--- config.mk ---
export PLATFORM = sky130hd
export DESIGN_NAME = uart_tx_arbiter
export DESIGN_NICKNAME = d
export VERILOG_FILES = /design/src/rtl/uart_pkg.sv /design/src/rtl/rr_pick.sv /design/src/rtl/uart_tx_arbiter.sv
export SDC_FILE = /design/constraint.sdc
export NUM_CORES = 1
export LEC_CHECK = 0
export CORE_MARGIN = 3
export CORE_UTILIZATION = 42
export DETAILED_ROUTE_END_ITERATION = 12
export GPL_TIMING_DRIVEN = 1
export HOLD_SLACK_MARGIN = 0.05
export PLACE_DENSITY = 0.76
export SKIP_CTS_REPAIR_TIMING = 1
export SYNTH_ARGS = -nofsm -noshare
export SYNTH_HDL_FRONTEND = slang
export SYNTH_SLANG_ARGS = --single-unit
--- constraint.sdc ---
create_clock -name clk -period 2.2 [get_ports clk]
set_clock_uncertainty 0.1 [all_clocks]
set_input_delay 0.33 -clock clk [delete_from_list [all_inputs] [get_ports clk]]
set_output_delay 0.33 -clock clk [all_outputs]
set_load 0.005 [all_outputs]
--- src/rtl/uart_pkg.sv ---
// Shared constants for the UART transmit arbiter: FSM encoding, idle counter
// width and default sizing.
package uart_pkg;

    localparam int DEF_NUM_REQ = 4;
    localparam int DEF_TIMEOUT = 1024;
    localparam int IDLE_CNT_W  = 16;

    typedef logic [0:0] state_t;

    localparam state_t ST_IDLE  = 1'b0;
    localparam state_t ST_GRANT = 1'b1;

endpackage

--- src/rtl/rr_pick.sv ---
// Round-robin picker: returns the first set request at or above the pointer,
// wrapping around to index 0 when nothing above the pointer is requesting.
module rr_pick
    import uart_pkg::*;
#(
    parameter int N    = DEF_NUM_REQ,
    parameter int IDXW = $clog2(DEF_NUM_REQ)
) (
    input  logic [N-1:0]    i_req,
    input  logic [IDXW-1:0] i_ptr,
    output logic [IDXW-1:0] o_idx,
    output logic            o_found
);

    // Lowest set request overall is the wrap-around answer; the lowest one at or
    // above the pointer overrides it when present.
    always_comb begin
        o_idx   = '0;
        o_found = 1'b0;
        for (int j = N - 1; j >= 0; j--) begin
            if (i_req[j]) begin
                o_idx   = IDXW'(j);
                o_found = 1'b1;
            end
        end
        for (int j = N - 1; j >= 0; j--) begin
            if (i_req[j] && (IDXW'(j) >= i_ptr)) begin
                o_idx = IDXW'(j);
            end
        end
    end

endmodule

--- src/rtl/uart_tx_arbiter.sv ---
// Packet-level round-robin arbiter that feeds several byte streams into a single
// UART transmitter through a one-entry output register.
module uart_tx_arbiter
    import uart_pkg::*;
#(
    parameter int NUM_REQ = DEF_NUM_REQ,
    parameter int TIMEOUT = DEF_TIMEOUT
) (
    input  logic                       clk,
    input  logic                       rst,
    input  logic [8*NUM_REQ-1:0]       req_data,
    input  logic [NUM_REQ-1:0]         req_valid,
    input  logic [NUM_REQ-1:0]         req_last,
    output logic [NUM_REQ-1:0]         req_ready,
    output logic [7:0]                 tx_data,
    output logic                       tx_valid,
    input  logic                       tx_ready,
    output logic [$clog2(NUM_REQ)-1:0] grant_id,
    output logic                       busy,
    output logic                       abort
);

    localparam int IDXW = $clog2(NUM_REQ);

    state_t                r_state;
    logic [IDXW-1:0]       r_ptr;
    logic [IDXW-1:0]       r_grant_id;
    logic [7:0]            r_tx_data;
    logic                  r_tx_valid;
    logic [IDLE_CNT_W-1:0] r_idle_cnt;
    logic                  r_abort;

    logic [IDXW-1:0]       w_pick_idx;
    logic                  w_pick_found;
    logic                  w_sel_valid;
    logic                  w_sel_last;
    logic [7:0]            w_sel_data;
    logic                  w_granted;
    logic                  w_out_free;
    logic                  w_accept;
    logic                  w_timeout;
    logic [IDXW-1:0]       w_next_ptr;
    logic [NUM_REQ-1:0]    w_ready;

    rr_pick #(
        .N    (NUM_REQ),
        .IDXW (IDXW)
    ) u_rr_pick (
        .i_req   (req_valid),
        .i_ptr   (r_ptr),
        .o_idx   (w_pick_idx),
        .o_found (w_pick_found)
    );

    always_comb begin
        w_sel_valid = 1'b0;
        w_sel_last  = 1'b0;
        w_sel_data  = 8'h00;
        for (int i = 0; i < NUM_REQ; i++) begin
            if (r_grant_id == IDXW'(i)) begin
                w_sel_valid = req_valid[i];
                w_sel_last  = req_last[i];
                w_sel_data  = req_data[8*i +: 8];
            end
        end
    end

    // Gating with rst keeps a reset edge from completing a requester handshake.
    assign w_granted  = (r_state == ST_GRANT) && !rst;
    assign w_out_free = !r_tx_valid || tx_ready;
    assign w_accept   = w_granted && w_out_free && w_sel_valid;
    assign w_timeout  = (r_state == ST_GRANT) && !w_sel_valid &&
                        (r_idle_cnt == IDLE_CNT_W'(TIMEOUT - 1));
    assign w_next_ptr = (r_grant_id == IDXW'(NUM_REQ - 1)) ? '0 : r_grant_id + IDXW'(1);

    always_comb begin
        w_ready = '0;
        for (int i = 0; i < NUM_REQ; i++) begin
            w_ready[i] = w_granted && w_out_free && (r_grant_id == IDXW'(i));
        end
    end

    always_ff @(posedge clk) begin
        if (rst) begin
            r_state    <= ST_IDLE;
            r_ptr      <= '0;
            r_grant_id <= '0;
            r_idle_cnt <= '0;
            r_abort    <= 1'b0;
        end else begin
            r_abort <= 1'b0;
            case (r_state)
                ST_IDLE: begin
                    if (w_pick_found) begin
                        r_state    <= ST_GRANT;
                        r_grant_id <= w_pick_idx;
                        r_idle_cnt <= '0;
                    end
                end
                ST_GRANT: begin
                    if (w_accept) begin
                        r_idle_cnt <= '0;
                        if (w_sel_last) begin
                            r_state <= ST_IDLE;
                            r_ptr   <= w_next_ptr;
                        end
                    end else if (w_timeout) begin
                        r_abort    <= 1'b1;
                        r_state    <= ST_IDLE;
                        r_ptr      <= w_next_ptr;
                        r_idle_cnt <= '0;
                    end else if (!w_sel_valid) begin
                        r_idle_cnt <= r_idle_cnt + IDLE_CNT_W'(1);
                    end
                end
                default: r_state <= ST_IDLE;
            endcase
        end
    end

    // The output byte drains independently of the FSM, so a finished packet can
    // still be waiting on the UART while the next grant is being made.
    always_ff @(posedge clk) begin
        if (rst) begin
            r_tx_valid <= 1'b0;
            r_tx_data  <= 8'h00;
        end else if (w_accept) begin
            r_tx_valid <= 1'b1;
            r_tx_data  <= w_sel_data;
        end else if (tx_ready) begin
            r_tx_valid <= 1'b0;
        end
    end

    assign req_ready = w_ready;
    assign tx_data   = r_tx_data;
    assign tx_valid  = r_tx_valid;
    assign grant_id  = r_grant_id;
    assign busy      = (r_state == ST_GRANT);
    assign abort     = r_abort;

endmodule
==> impl_metrics.sql <==
INSERT INTO impl_metrics (metric_group, metric, value, unit) VALUES
('sta', 'setup-violations-final', '17', ''),
('critical_path', 'worstSetupEndpoint', 'r_idle_cnt[12]', ''),
('layout', 'layout.nets', '372', ''),
('placement', 'finalWeightedCongestion', '0.901', ''),
('critical_path', 'required', '2290', 'ps'),
('clock_tree', 'tritoncts.num_buffers', '5', ''),
('yosys', 'syn-instance-count', '230', ''),
('placement', 'place_ws', '-323', 'ps'),
('layout', 'fill_cells', '315', ''),
('global_route', 'grt_pass1_wl', '8950', 'um'),
('critical_path', 'startpoint_of_the_most_critical_register_to_register_path', 'grant_id[0]', ''),
('route', 'first_pass_iters', '4', ''),
('yosys', 'synth.ff_latch_count', '31', ''),
('sta', 'finalWorstSetupSlack', '-99.0', 'ps'),
('route', 'detailroute.via_count', '2168', ''),
('layout', 'area.growth.synth_to_final', '63.6', '%'),
('layout', 'sequential_cell_area', '628', 'um2'),
('route', 'detail-route-antenna-nets', '0', ''),
('placement', 'portBuffers', '59', ''),
('critical_path', 'crit_path_start_kind', 'flop', ''),
('layout', 'layout.cells.most_common', 'clkdlybuf4s50_1', ''),
('yosys', 'avgSynthCellArea', '8.34', 'um2'),
('clock_tree', 'cts.htree.levels', '2', ''),
('global_route', 'grt_max_degree', '31', ''),
('route', 'routed_wirelength', '5990', 'um'),
('sta', 'final_min_period_over_clock_period', '104', '%'),
('pwr', 'power_frac_clock', '28.2', '%'),
('floorplanning', 'fp-row-count', '23', ''),
('yosys', 'mappedNetlistArea', '0.00192', 'mm2'),
('global_route', 'first_global_vias', '1993', ''),
('clock_tree', 'clock_latency', '280', 'ps'),
('pwr', 'comb_power_share', '31.4', '%'),
('outcome', 'status', 'complete, but fails checks', ''),
('floorplanning', 'initial_core_util', '45.7', '%'),
('min_path', 'holdCritPathClass', 'reg2reg', ''),
('pwr', 'p_int', '0.00106', 'W'),
('critical_path', 'worst-r2r-cell-count', '8', ''),
('flow_run', 'max-cap-violations', '0', ''),
('floorplanning', 'width_of_the_chip', '73.6', 'um'),
('yosys', 'synthArstFlopShare', '0', '%'),
('floorplanning', 'floorplan.io_pins', '60', ''),
('placement', 'dpl.cell_count', '355', ''),
('layout', 'layout_common_cells', 'clkdlybuf4s50_1, buf_4, dfxtp_1', ''),
('critical_path', 'reg2reg_setup_slack', '-100', 'ps'),
('sta', 'fmax', '0.435', 'GHz'),
('sta', 'finalMaxSlewViolations', '0', ''),
('clock_tree', 'clkTransAtPathRegs', '70', 'ps'),
('critical_path', 'timing.critical_path.from', 'grant_id[0]', ''),
('pwr', 'vdd_ir_drop_max', '0.000382', 'V'),
('yosys', 'syn_warnings', '0', ''),
('clock_tree', 'clock-sinks', '31', ''),
('pwr', 'share_seq_of_total_power', '40.4', '%'),
('yosys', 'synth_cell_types', '45', ''),
('route', 'post_drt_via_cell_ratio', '5.80', ''),
('floorplanning', 'floorplan.die.height', '73.6', 'um'),
('global_route', 'globalRouteOverflowTotal', '0', ''),
('pwr', 'netSwitchingFraction', '28.2', '%'),
('yosys', 'seq_area_frac_synth', '32.3', '%'),
('sta', 'report.final.hold_viol_count', '0', ''),
('critical_path', 'crit_chain', 'buf_6, ha_4, a211oi_4, a211o_1, a211oi_2, buf_12, or4_1, a211oi_1', ''),
('outcome', 'violations', 'setup timing', ''),
('floorplanning', 'die-area', '0.00542', 'mm2'),
('layout', 'antenna_cells_inserted', '0', ''),
('layout', 'multi_input_comb_area', '0.00134', 'mm2'),
('yosys', 'synth_flop_cell', 'dfxtp_1', ''),
('layout', 'stdcell_count', '374', ''),
('critical_path', 'worst-endpoint-arrival', '2390', 'ps'),
('sta', 'worstMarginPinSlew', '463', 'ps'),
('min_path', 'holdPathStages', '2', ''),
('placement', 'place.detailed.hpwl', '3980', 'um'),
('critical_path', 'critPathKind', 'reg2reg', '');
-- final cells by class --
type / count / share of cell area, %
multi-input combinational: 174 / 42.8
timing repair buffer: 103 / 31.7
sequential: 31 / 20.0
clock buffer: 7 / 2.43
tap: 50 / 1.99
inverter: 9 / 1.08
-- through the flow --
stage / setup TNS [ps] / instance area, um2 / util [%]
final: -901 / 3140 / 74.7
after global routing: -2510 / 3140 / 74.7
after CTS: -2220 / 2870 / 68.3
after detailed placement: -7040 / 2800 / 66.5
after global placement: -6010 / 2800 / 66.5
after floorplan: 0 / 1950 / -
-- cell usage after synthesis, drive strengths merged (3+ instances only) --
master / instances / area, um2
a211oi: 24 / 185
a21oi: 18 / 90.1
a221oi: 8 / 70.1
and2: 5 / 31.3
buf: 5 / 42.5
clkbuf: 11 / 52.5
dfxtp: 31 / 621
ha: 5 / 62.6
inv: 9 / 33.8
mux2i: 3 / 30.0
nand2: 12 / 47.6
nand2b: 3 / 18.8
nand3: 8 / 40.0
nor2: 7 / 26.3
nor2b: 9 / 56.3
nor3: 17 / 90.1
nor4: 4 / 25.0
o21ai: 7 / 35.0
o31ai: 11 / 82.6
or3: 4 / 31.3
or4: 12 / 93.8
-- cells by family (layout without fill, tap and decap cells) --
family,count (synthesis),count (layout),share of synthesized area (%)
and+or+nand+nor,90,90,27.8
DFF,31,31,32.3
muxes,3,3,1.56
buffers and inverters,25,119,6.71
adders and majority gates,5,5,3.26
AOI/OAI and AO/OA,75,75,27.9
xor gates and xnor gates,1,1,0.456
-- state kept, by name (all words and copies together) (netlist names) --
register,cells
abort,1
busy,1
tx_valid,1
grant_id,2
r_ptr,2
r_idle_cnt,16
tx_data,8
-- how the worst min path moves through the flow --
stage | from | end | slack (ps)
4_1_cts | grant_id[1] | grant_id[1] | 390
3_3_place_gp | r_ptr[0] | r_ptr[0] | 380
6_report | grant_id[1] | grant_id[1] | 400
2_1_floorplan | r_idle_cnt[15] | r_idle_cnt[15] | 360
5_1_grt | grant_id[1] | grant_id[1] | 420
3_5_place_dp | grant_id[1] | grant_id[1] | 380
-- power by group through the flow --
stage / combinational [W] / clock [W] / sequential (W)
floorplan: 0.000177 / 0 / 0.000609
global placement: 0.000381 / 0 / 0.000606
detailed placement: 0.000386 / 0 / 0.000606
CTS: 0.000388 / 0.000420 / 0.000595
global route: 0.000498 / 0.000453 / 0.000599
finish: 0.000463 / 0.000417 / 0.000597
-- routing by layer --
layer,track usage [%],wire length (um),up-vias
met5,0,0,-
met4,4.43,64,0
met3,4.51,251,10
met2,32.5,2990,50
met1,28.3,2680,1034
li1,-,-,1074
-- worst max-delay path, delay by kind of cell, from the launching register on --
family	cells	cell delay (ps)
AND/OR/NAND/NOR	1	500
flip-flops	1	360
AO/OA/AOI/OAI	4	790
buffers and inverters	2	280
adder cells (fa/ha/maj)	1	160
No activity file was read; power rests on OpenSTA's default activity.
